$ cat src/rtl/pad_filter_pkg.sv
// Shared types and constants for the pad input filter and its synchroniser.
// Edge-select encoding matches the 2-bit edge_sel_i field of the interface.
package pad_filter_pkg;

    localparam int MIN_SYNC_STAGES = 2;

    typedef enum logic [1:0] {
        EDGE_NONE = 2'd0,
        EDGE_RISE = 2'd1,
        EDGE_FALL = 2'd2,
        EDGE_BOTH = 2'd3
    } edge_sel_e;

    typedef enum logic {
        STABLE = 1'b0,
        CHECK  = 1'b1
    } filt_state_e;

endpackage

$ cat src/rtl/pad_input_filter_if.sv
// Control/status bundle between a pad-input consumer (master) and the filter (slave).
// The master drives the pad value and configuration; the slave returns the filtered results.
interface pad_input_filter_if #(
    parameter int CNT_W = 8
);
    logic             pad_val_i;
    logic             en_i;
    logic [CNT_W-1:0] debounce_cycles_i;
    logic [1:0]       edge_sel_i;
    logic             irq_clr_i;
    logic             filt_o;
    logic             rise_o;
    logic             fall_o;
    logic             irq_o;

    modport master (
        output pad_val_i, en_i, debounce_cycles_i, edge_sel_i, irq_clr_i,
        input  filt_o, rise_o, fall_o, irq_o
    );

    modport slave (
        input  pad_val_i, en_i, debounce_cycles_i, edge_sel_i, irq_clr_i,
        output filt_o, rise_o, fall_o, irq_o
    );
endinterface

$ cat src/rtl/pad_sync.sv
// Multi-flop synchroniser for an asynchronous single-bit pad signal.
// Stage count is clamped to the minimum that still provides metastability settling.
module pad_sync
    import pad_filter_pkg::*;
#(
    parameter int   STAGES    = 2,
    parameter logic RESET_VAL = 1'b0
) (
    input  logic clk_i,
    input  logic rst_i,
    input  logic d_i,
    output logic q_o
);
    localparam int NUM_STAGES = (STAGES < MIN_SYNC_STAGES) ? MIN_SYNC_STAGES : STAGES;

    logic [NUM_STAGES-1:0] sync_reg;
    logic [NUM_STAGES-1:0] sync_next;

    assign sync_next[0] = d_i;

    for (genvar gi = 1; gi < NUM_STAGES; gi++) begin : g_stage
        assign sync_next[gi] = sync_reg[gi-1];
    end

    always_ff @(posedge clk_i) begin
        if (rst_i) begin
            sync_reg <= {NUM_STAGES{RESET_VAL}};
        end else begin
            sync_reg <= sync_next;
        end
    end

    assign q_o = sync_reg[NUM_STAGES-1];
endmodule

$ cat src/rtl/pad_input_filter.sv
// Pad-to-core input conditioning: synchronise, debounce, then flag filtered edges
// as one-cycle pulses and a sticky, clearable interrupt.
module pad_input_filter
    import pad_filter_pkg::*;
#(
    parameter int   SYNC_STAGES = 2,
    parameter int   CNT_W       = 8,
    parameter logic RESET_VAL   = 1'b0
) (
    input  logic               clk_i,
    input  logic               rst_i,
    pad_input_filter_if.slave  bus
);
    logic             s;
    filt_state_e      state_reg, state_next;
    logic [CNT_W-1:0] cnt_reg, cnt_next;
    logic             filt_reg, filt_next;
    logic             rise_reg, rise_next;
    logic             fall_reg, fall_next;
    logic             irq_reg, irq_next;
    logic             irq_set;

    pad_sync #(
        .STAGES    (SYNC_STAGES),
        .RESET_VAL (RESET_VAL)
    ) u_sync (
        .clk_i (clk_i),
        .rst_i (rst_i),
        .d_i   (bus.pad_val_i),
        .q_o   (s)
    );

    always_ff @(posedge clk_i) begin
        if (rst_i) begin
            state_reg <= STABLE;
            cnt_reg   <= '0;
            filt_reg  <= RESET_VAL;
            rise_reg  <= 1'b0;
            fall_reg  <= 1'b0;
            irq_reg   <= 1'b0;
        end else begin
            state_reg <= state_next;
            cnt_reg   <= cnt_next;
            filt_reg  <= filt_next;
            rise_reg  <= rise_next;
            fall_reg  <= fall_next;
            irq_reg   <= irq_next;
        end
    end

    always_comb begin
        state_next = state_reg;
        cnt_next   = cnt_reg;
        filt_next  = filt_reg;
        rise_next  = 1'b0;
        fall_next  = 1'b0;

        if (!bus.en_i) begin
            // Track the level silently so re-enabling never reports a stale edge.
            state_next = STABLE;
            cnt_next   = '0;
            filt_next  = s;
        end else begin
            case (state_reg)
                STABLE: begin
                    if (s != filt_reg) begin
                        if (bus.debounce_cycles_i == '0) begin
                            filt_next = s;
                            rise_next = s;
                            fall_next = ~s;
                        end else begin
                            state_next = CHECK;
                            cnt_next   = CNT_W'(1);
                        end
                    end
                end
                CHECK: begin
                    if (s == filt_reg) begin
                        state_next = STABLE;
                        cnt_next   = '0;
                    end else if (cnt_reg >= bus.debounce_cycles_i) begin
                        // Compare before incrementing so the counter can never wrap.
                        filt_next  = s;
                        rise_next  = s;
                        fall_next  = ~s;
                        state_next = STABLE;
                        cnt_next   = '0;
                    end else begin
                        cnt_next = cnt_reg + CNT_W'(1);
                    end
                end
                default: begin
                    state_next = STABLE;
                    cnt_next   = '0;
                end
            endcase
        end
    end

    always_comb begin
        irq_set = 1'b0;
        case (edge_sel_e'(bus.edge_sel_i))
            EDGE_RISE: irq_set = rise_reg;
            EDGE_FALL: irq_set = fall_reg;
            EDGE_BOTH: irq_set = rise_reg | fall_reg;
            default:   irq_set = 1'b0;
        endcase

        irq_next = irq_reg;
        if (bus.irq_clr_i) begin
            irq_next = 1'b0;
        end
        if (irq_set) begin
            irq_next = 1'b1;
        end
    end

    assign bus.filt_o = filt_reg;
    assign bus.rise_o = rise_reg;
    assign bus.fall_o = fall_reg;
    assign bus.irq_o  = irq_reg;
endmodule

$ cat src/flat_wrapper.sv
// flat-port wrapper written by rule: the top's interface ports become plain ports
module pad_input_filter_flat import pad_filter_pkg::*;
#(
    parameter int   SYNC_STAGES = 2,
    parameter int   CNT_W       = 8,
    parameter logic RESET_VAL   = 1'b0
)
  (clk_i, rst_i, bus_pad_val_i, bus_en_i, bus_debounce_cycles_i, bus_edge_sel_i, bus_irq_clr_i, bus_filt_o, bus_rise_o, bus_fall_o, bus_irq_o);
  pad_input_filter_if #(.CNT_W(CNT_W)) bus_i ();
  input  logic clk_i;
  input  logic rst_i;
  input wire logic [$bits(bus_i.pad_val_i)-1:0] bus_pad_val_i;
  input wire logic [$bits(bus_i.en_i)-1:0] bus_en_i;
  input wire logic [$bits(bus_i.debounce_cycles_i)-1:0] bus_debounce_cycles_i;
  input wire logic [$bits(bus_i.edge_sel_i)-1:0] bus_edge_sel_i;
  input wire logic [$bits(bus_i.irq_clr_i)-1:0] bus_irq_clr_i;
  output wire logic [$bits(bus_i.filt_o)-1:0] bus_filt_o;
  output wire logic [$bits(bus_i.rise_o)-1:0] bus_rise_o;
  output wire logic [$bits(bus_i.fall_o)-1:0] bus_fall_o;
  output wire logic [$bits(bus_i.irq_o)-1:0] bus_irq_o;
  assign bus_i.pad_val_i = bus_pad_val_i;
  assign bus_i.en_i = bus_en_i;
  assign bus_i.debounce_cycles_i = bus_debounce_cycles_i;
  assign bus_i.edge_sel_i = bus_edge_sel_i;
  assign bus_i.irq_clr_i = bus_irq_clr_i;
  assign bus_filt_o = bus_i.filt_o;
  assign bus_rise_o = bus_i.rise_o;
  assign bus_fall_o = bus_i.fall_o;
  assign bus_irq_o = bus_i.irq_o;
  pad_input_filter #(.SYNC_STAGES(SYNC_STAGES), .CNT_W(CNT_W), .RESET_VAL(RESET_VAL)) u_core (.clk_i(clk_i), .rst_i(rst_i), .bus(bus_i));
endmodule
$ cat config.mk
export PLATFORM = sky130hd
export DESIGN_NAME = pad_input_filter_flat
export DESIGN_NICKNAME = d
export VERILOG_FILES = /design/src/rtl/pad_filter_pkg.sv /design/src/rtl/pad_input_filter_if.sv /design/src/rtl/pad_sync.sv /design/src/rtl/pad_input_filter.sv /design/src/flat_wrapper.sv
export SDC_FILE = /design/constraint.sdc
export NUM_CORES = 1
export LEC_CHECK = 0
export CAP_MARGIN = 20
export CORE_MARGIN = 1.5
export CORE_UTILIZATION = 40
export CTS_CLUSTER_DIAMETER = 100
export DETAILED_ROUTE_END_ITERATION = 10
export PLACE_DENSITY = 0.65
export RECOVER_POWER = 100
export REMOVE_ABC_BUFFERS = 1
export SYNTH_ARGS = -nofsm -noshare
export SYNTH_HDL_FRONTEND = slang
export SYNTH_SLANG_ARGS = --single-unit
$ cat constraint.sdc
create_clock -name clk_i -period 2.4 [get_ports clk_i]
set_input_delay 0.48 -clock clk_i [delete_from_list [all_inputs] [get_ports clk_i]]
set_output_delay 0.48 -clock clk_i [all_outputs]
set_load 0.01 [all_outputs]
; ---- Word level (Yosys, flattened, before mapping)
; Cells that the tools add are included.
[word_totals]
in_bits = 15
out_inout_bits = 4
regBits = 15
[op_classes]
reduce_logical = 5
bitwise = 4
eq_ne = 11
order_cmp = 1
mux = 29
n_addsub = 1
[ops]
columns = operator, count
row1 = $mux W8, 4
row2 = $mux W1, 19
row3 = $pmux W8 S2, 1
row4 = $add A8 B1 Y8 const B, 1
row5 = $ge A8 B8 Y1, 1
row6 = $logic_not A8 Y1, 1
row7 = $pmux W1 S2, 4
row8 = $ne A3 B2 Y1 const B, 2
row9 = $ne A3 B3 Y1 const B, 2
row10 = $eq A2 B2 Y1 const B, 2
row11 = $reduce_and A4 Y1, 1
row12 = $not A1 Y1, 3
row13 = $pmux W1 S3, 1
row14 = $eq A2 B1 Y1 const B, 1
row15 = $ne A2 B1 Y1 const B, 1
row16 = $ne A2 B2 Y1 const B, 1
row17 = $reduce_and A2 Y1, 1
row18 = $reduce_bool A2 Y1, 1
row19 = $reduce_or A2 Y1, 1
row20 = $eq A1 B1 Y1, 1
row21 = $ne A1 B1 Y1, 1
row22 = $or A1 B1 Y1, 1

; ---- Logic depth before layout (Yosys ltp)
; Gate-level depths: netlist of the first run.
[depth]
depth_word = 5
ltp_mapped = 7
ltp_nobuf = 7

; ---- Cells and area by module
; A second synthesis of the first run with hierarchy kept.
[unflattened]
hier_cells = 101
area_unflattened_um2 = 937.1
[modules_own_cells]
columns = mod, area_per_inst_um2, n_inst, cells_each
row1 = pad_input_filter, 884.6, 1, 97
row2 = pad_sync, 52.6, 1, 4

; ---- Worst setup path before layout of the first run
; No wires, ideal clock.
[synth_path]
path_type = input to register
startpoint = input port bus_debounce_cycles_i[7]
endpoint = register u_core.cnt_reg[6]
setup_slack_ps = 394
t_required_ps = 2326
t_arrival_ps = 1932
stages = 7
path_cell_list = inv_1 ha_1 and3_4 a221oi_2 o211ai_2 or3_1 a31oi_1
[synth_between]
elab_chain_len = 4
word_cells_on_any_way = 7
cone_classes = order compare: 1 / eq/ne: 1 / mux: 3 / reduce/logical: 2
[synth_lines]
columns = element, line
row1 = from (decl), flat_wrapper.sv:14  ; input wire logic [$bits(bus_i.debounce_cycles_i)-1:0] bus_debounce_cycles_i;
row2 = $ge A8 B8 Y1, pad_input_filter.sv:81  ; end else if (cnt_reg >= bus.debounce_cycles_i) begin
row3 = $mux W8, pad_input_filter.sv:81
row4 = $mux W8, pad_input_filter.sv:78  ; if (s == filt_reg) begin
row5 = $pmux W8 S2, pad_input_filter.sv:64  ; case (state_reg)
row6 = to (signal assigned), pad_input_filter.sv:43  ; cnt_reg <= cnt_next;
row7 = to (decl), pad_input_filter.sv:16  ; logic [CNT_W-1:0] cnt_reg, cnt_next;
; Several ways; a longest one is shown, not always the timed one.
; A chain may end at the register's enable or synchronous reset.

; ---- Worst setup path after layout of the first run
; Ends and elaborated chain as after synthesis.

==> results of run 1 <==
[cells by family (layout without fill, tap and decap cells)]
kind of cell / count (synthesis) / count (layout) / share of synthesized area
flops: 15 / 15 / 0.336
xor+xnor: 3 / 3 / 0.0294
compound gates: 23 / 23 / 0.206
fa+ha+maj: 9 / 9 / 0.126
simple gates: 41 / 41 / 0.255
buf+inv: 9 / 40 / 0.0378
mux: 1 / 1 / 0.0112
[cell type report]
cell class,count,share of cell area
clock buffers,3,0.0189
clock inverters,1,0.00421
inverters,9,0.0284
multi-input cells,77,0.463
flip-flops and latches,15,0.252
well taps,27,0.0284
repair buffers,27,0.205
[through the flow]
| stage | total power [W] | cells |
|---|---|---|
| floorplan | 0.000290 | 101 |
| global placement | 0.000330 | 155 |
| detailed placement | 0.000332 | 155 |
| CTS | 0.000483 | 159 |
| global route | 0.000499 | 159 |
| finish | 0.000474 | 159 |
[worst reg2reg max path: stages (launching register included)]
cell,delay [ns]
dfxtp_1,0.44
ha_1,0.27
and3_1,0.21
a221oi_2,0.34
o211ai_1,0.16
or3_1,0.36
a31oi_1,0.15
[worst paths after layout]
kind | end | start
worst min register to register | u_core.u_sync.sync_reg[1] | u_core.u_sync.sync_reg[0]
worst max-delay path | u_core.cnt_reg[6] | bus_debounce_cycles_i[7]
worst min-delay path | u_core.u_sync.sync_reg[1] | u_core.u_sync.sync_reg[0]
worst max register to register | u_core.cnt_reg[6] | u_core.cnt_reg[5]
[metal layers]
| layer | up-vias | GRT usage | share of wire |
|---|---|---|---|
| met5 | - | 0 | 0 |
| met4 | 0 | 0.104 | 0.020 |
| met3 | 5 | 0.0446 | 0.033 |
| met2 | 12 | 0.307 | 0.47 |
| met1 | 377 | 0.214 | 0.48 |
| li1 | 427 | - | - |
[placed cells by master, fill, tap and decap left out, drive strengths merged, types with 2 or more instances in the layout]
cell type | synthesis | layout
nor2b | 2 | 2
o211ai | 3 | 3
nand2 | 5 | 5
clkbuf | 0 | 4
nand2b | 8 | 8
and3 | 3 | 3
xnor2 | 2 | 2
dfxtp | 15 | 15
buf | 0 | 8
o21ai | 2 | 2
ha | 9 | 9
nand3 | 3 | 3
nor2 | 9 | 9
inv | 9 | 9
a21oi | 4 | 4
nor3b | 3 | 3
a21o | 3 | 3
or3 | 2 | 2
clkdlybuf4s50 | 0 | 12
a31oi | 2 | 2
dlygate4sd3 | 0 | 6
nor3 | 3 | 3
a211o | 3 | 3
nor4 | 2 | 2
[where the power goes]
group	leakage, nW	internal, W	switching (W)
Sequential	0.121	0.000252	0.00000407
Clock	0.0177	0.0000621	0.0000886
Combinational	0.404	0.0000399	0.0000273
==> flow_summary_export.csv, run 1 <==
group,metric,value,unit
outcome,status,"complete, no violations",
grt,grt_pass1_wl,3.39,mm
synth,synth.avg_cell_area,8.86,µm²
worst_setup_path,worstPathMaxFanout,3,
timing,worst_pin_slew,0.493,ns
grt,gr-usage-all-layers,0.184,
worst_setup_path,crit_chain,"clkdlybuf4s50_1 -> inv_1 -> ha_1 -> and3_1 -> a221oi_2 -> o211ai_1 -> or3_1 -> a31oi_1",
timing,setup_viol,0,
worst_setup_path,max_stage_delay,0.48,ns
layout,post-route-util,0.583,
place,hpwl,1.62,mm
worst_setup_path,r2r_setup_slack,0.41,ns
pwr,vdd_ir_drop_max,301,µV
worst_setup_path,criticalPathCategory,"input pin to register",
place,dp_slack,-0.169,ns
layout,final-seq-area,300,µm²
timing,layout_setup_ws,0.106,ns
clock_network,holdBufCountCts,0,
grt,grt_max_degree,10,
layout,syn2layout_area_growth,33.0,%
synth,ys_ff_latch,15,
layout,multi_input_area,551,µm²
route,viasPerCell,5.16,
synth,yosysTopAreaCellShare,0.336,
layout,largest_register_ffs,8,
worst_setup_path,cp.required,2.63,ns
route,num_vias,821,
pwr,leakage,0.543,nW
synth,ys_seq_area_frac,0.336,
worst_setup_path,worst_ep_arrival_time,2.52,ns
worst_setup_path,end_kind,"register",
place,io_buffers,18,
synth,synthArstFlopShare,0,
worst_setup_path,cp_top_family,"compound AO/OA/AOI/OAI gates",
synth,ys_top_cells_by_area,"dfxtp_1 (34%), ha_1 (13%), nand2b_1 (5.6%)",
clock_network,clock_sinks,15,
layout,nets,157,
synth,synth_top_area_cell,"dfxtp_1",
clock_network,cts_tree,"yes",
worst_setup_path,slowest_stage,"clkdlybuf4s50_1",
synth,yosysWarnings,0,
grt,overflow,0,
timing,rsz0062_at_grt,"no",
timing,fmax,436,MHz
floorplanning,top_level_ports,19,
clock_network,clk_latency,0.29,ns
synth,netlist_area,895,µm²
place,gp_congestion,0.787,
route,final_antenna_net_count,0,
worst_setup_path,reg2reg_depth,6,
timing,slew_headroom,0.668,
route,drc,0,
layout,insertedDiodeCount,0,
timing,min_period,2.29,ns
grt,grt_pass1_vias,814,
floorplanning,dieWidth,50.3,µm
floorplanning,die_h,50.3,µm
synth,synth-edff-count,0,
timing,hold_viol,0,
synth,synthMostInstantiatedCell,"dfxtp_1",
clock_network,h-tree-depth,1,
worst_setup_path,worst-path-buf-inv,2,
floorplanning,row_count,16,
floorplanning,start_util,0.438,
job,max-cap-violations,0,
place,place_area,0.00118,mm²
layout,layout-drive-gt1-share,0.121,
floorplanning,dieArea,0.00253,mm²
clock_network,cts_inserted_buffers,3,
worst_hold_path,min_path_cells,1,
clock_network,cts_resized,0,
route,avgRoutedWirePerCell,12.6,µm
layout,n_fill_cell,203,
worst_setup_path,path_depth,8,
clock_network,cts-root-buf,"clkbuf_4",
route,first_iter_violations,11,
route,drt_wl_total,2.01,mm
clock_network,clk_pin_slew,0.09,ns
worst_setup_path,setup.worst_path.start_class,"input pin",
synth,syn_inst,101,
timing,finClkSkew,0.00256,ns
timing,tns,0,ns
synth,ys_top_cells_by_count,"dfxtp_1 (15), ha_1 (9), inv_1 (9), nor2_1 (9), nand2b_1 (8)",
timing,holdWs,0.457,ns
grt,antenna_found_initial,0,
layout,stdcell_area,0.00119,mm²
synth,synth.distinct_cells,33,
worst_hold_path,hp-class,"register to register",
clock_network,clk_path_buf_depth,2,
clock_network,post-cts-setup-buffers,0,
timing,timing.final.crit_share,0.956,
synth,synth-main-ff-cell,"dfxtp_1",
pwr,powerDensity,398,mW/mm²
route,dr.pass1.iters,4,
timing,slew_violations,0,
floorplanning,placeableCoreArea,0.00204,mm²
No activity file was read; power rests on OpenSTA's default activity.
==> inputs of run 2 (changes only) <==
--- a/config.mk
+++ b/config.mk
@@ -10,7 +10,7 @@
 export CORE_UTILIZATION = 40
 export CTS_CLUSTER_DIAMETER = 100
 export DETAILED_ROUTE_END_ITERATION = 10
-export PLACE_DENSITY = 0.65
+export PLACE_DENSITY = 0.68
 export RECOVER_POWER = 100
 export REMOVE_ABC_BUFFERS = 1
 export SYNTH_ARGS = -nofsm -noshare
==> constraint.sdc (replaced) <==
create_clock -name clk_i -period 2.05 [get_ports clk_i]
set_input_delay 0.41 -clock clk_i [delete_from_list [all_inputs] [get_ports clk_i]]
set_output_delay 0.41 -clock clk_i [all_outputs]
set_load 0.01 [all_outputs]
==> run 2 against run 1 <==
Net effect: the run now ends with negative setup slack left; sequential power rose by 17%; cell area grew 13%; utilization up 7.4 points; first-iteration DRC count up 18%; sequential cell count did not move; die area unchanged; register-to-register slack worse by 0.24 ns; routed wire length is 14% higher; largest power group unchanged; highest routed layer unchanged.
==> flow_summary_export.csv, run 2 (synthesized netlist as in run 1, its figures left out) <==
group,metric,value,unit
worst_setup_path,r2r_start,"u_core.cnt_reg[7]",
outcome,violations,"negative setup slack",
floorplanning,die_h,50.3,µm
layout,final_common_cell,"buf_4",
timing,hold_viol,0,
layout,final-seq-area,300,µm²
timing,layout_setup_ws,-0.000252,ns
worst_setup_path,criticalPathCategory,"input pin to register",
worst_setup_path,setup.worst_path.start_class,"input pin",
job,max-cap-violations,0,
timing,holdWs,0.456,ns
worst_hold_path,min_path_cells,1,
grt,grt_pass1_vias,843,
worst_setup_path,worst_ep_arrival_time,2.27,ns
pwr,power,0.000558,W
floorplanning,row_count,16,
outcome,status,"finished, violations left",
floorplanning,dieWidth,50.3,µm
layout,layout-drive-gt1-share,0.259,
route,dr.pass1.iters,4,
place,gp_congestion,0.792,
clock_network,cts_tree,"yes",
place,io_buffers,18,
route,num_vias,894,
clock_network,h-tree-depth,1,
timing,timing.final.crit_share,1.00,
pwr,p_comb_frac,0.169,
clock_network,clock_sinks,15,
clock_network,clk_latency,0.28,ns
worst_setup_path,worst-path-buf-inv,2,
route,final_antenna_net_count,0,
pwr,power_frac_seq,0.535,
worst_setup_path,worstPathMaxFanout,3,
worst_setup_path,cp-startpoint,"bus_debounce_cycles_i[1]",
grt,antenna_found_initial,0,
floorplanning,start_util,0.438,
worst_hold_path,hp-class,"register to register",
layout,n_fill_cell,174,
pwr,clkPwrFrac,0.296,
layout,layout_common_cells,"buf_4 (16), dfxtp_1 (15), nor2_1 (9)",
worst_setup_path,max_stage_delay,0.48,ns
clock_network,clk_path_buf_depth,2,
worst_setup_path,end_kind,"register",
route,avgRoutedWirePerCell,13.5,µm
place,dp_slack,-0.497,ns
timing,finClkSkew,0.00675,ns
grt,overflow,0,
pwr,p_sw_frac,0.239,
clock_network,cts-root-buf,"clkbuf_4",
grt,grt_max_degree,9,
worst_setup_path,slowest_stage,"clkdlybuf4s50_1",
pwr,switchingPower,0.000133,W
floorplanning,top_level_ports,19,
floorplanning,dieArea,0.00253,mm²
worst_setup_path,crit_chain,"clkdlybuf4s50_1 -> inv_1 -> ha_1 -> a211o_1 -> a31oi_4 -> o211ai_2 -> or3_1 -> a31oi_1",
layout,largest_register_ffs,8,
route,drt_wl_total,2.29,mm
pwr,internal_power,0.000425,W
clock_network,clk_pin_slew,0.09,ns
layout,nets,168,
layout,multi_input_area,631,µm²
place,hpwl,1.80,mm
timing,min_period,2.05,ns
pwr,leakage,0.603,nW
worst_setup_path,reg2reg_depth,6,
pwr,vdd_ir_drop_max,356,µV
worst_setup_path,path_depth,8,
pwr,powerDensity,416,mW/mm²
grt,grt_pass1_wl,3.62,mm
floorplanning,placeableCoreArea,0.00204,mm²
route,viasPerCell,5.26,
timing,fmax,488,MHz
route,first_iter_violations,13,
layout,syn2layout_area_growth,49.9,%
worst_setup_path,cp_top_family,"compound AO/OA/AOI/OAI gates",
layout,stdcell_count,170,
grt,gr-usage-all-layers,0.188,
timing,setup_viol,1,
timing,worst_pin_slew,0.367,ns
route,drc,0,
clock_network,cts_inserted_buffers,3,
timing,rsz0062_at_grt,"yes",
worst_hold_path,min_from,"u_core.u_sync.sync_reg[0]",
layout,insertedDiodeCount,0,
timing,slew_headroom,0.753,
timing,slew_violations,0,
worst_setup_path,cp.required,2.26,ns
place,dp_cells,165,
-- run 2: area by class of cell --
type                            instances  area share
Multi-Input combinational cell         77       0.470
Timing Repair Buffer                   38       0.236
Inverter                                9      0.0252
Tap cell                               27      0.0252
Clock buffer                            4      0.0196
Sequential cell                        15       0.224
-- run 2: worst reg2reg max path, stage by stage (launching register included) --
cell      delay [ns]
dfxtp_1         0.44
ha_4            0.24
and3_4          0.16
a221oi_4        0.32
o211ai_2        0.14
or3_1           0.37
a31oi_1         0.15
-- run 2: power by group through the flow --
| stage | registers [W] | clock network [W] | logic (W) |
|---|---|---|---|
| 6_report | 0.000299 | 0.000165 | 0.0000943 |
| 3_3_place_gp | 0.000305 | 0 | 0.0000886 |
| 4_1_cts | 0.000299 | 0.000174 | 0.0000961 |
| 3_5_place_dp | 0.000305 | 0 | 0.0000921 |
| 2_1_floorplan | 0.000305 | 0 | 0.0000347 |
| 5_1_grt | 0.000299 | 0.000186 | 0.000103 |
-- run 2: repair_timing --
item                                    CTS  global route
buffers inserted                          1             0
hold endpoints to repair                  0             0
pin swaps                                14             4
hold buffers                              0             0
endpoints found under the setup margin   11             7
gates resized for setup                  12             4
-- run 2: final timing paths --
check                               to  slack (ns)
max                  u_core.cnt_reg[6]     -0.0003
min          u_core.u_sync.sync_reg[1]        0.46
max reg2reg          u_core.cnt_reg[6]        0.17
min reg2reg  u_core.u_sync.sync_reg[1]        0.46
-- run 2: layer usage --
metal  global-route usage  routed length (µm)  vias up
met4               0.0586                  10        0
met3               0.0446                  91        2
met5                    0                   0        -
li1                     -                   -      447
met1                0.225                1030      426
met2                0.331                1160       19
-- run 2: through the flow --
step	util	TNS, ns	area, µm²
after global routing	0.657	-0.127	1340
after CTS	0.654	0	1340
after floorplan	-	0	895
after detailed placement	0.613	-4.67	1250
after global placement	0.613	-4.05	1250
final	0.657	-0.000252	1340
==> inputs of run 3 (changes only) <==
--- a/config.mk
+++ b/config.mk
@@ -5,6 +5,7 @@
 export SDC_FILE = /design/constraint.sdc
 export NUM_CORES = 1
 export LEC_CHECK = 0
+export ABC_CLOCK_PERIOD_IN_PS = 2050
 export CAP_MARGIN = 20
 export CORE_MARGIN = 1.5
 export CORE_UTILIZATION = 40
==> results of run 3 <==
Final layout, timing and power as in run 2 (identical DEF).
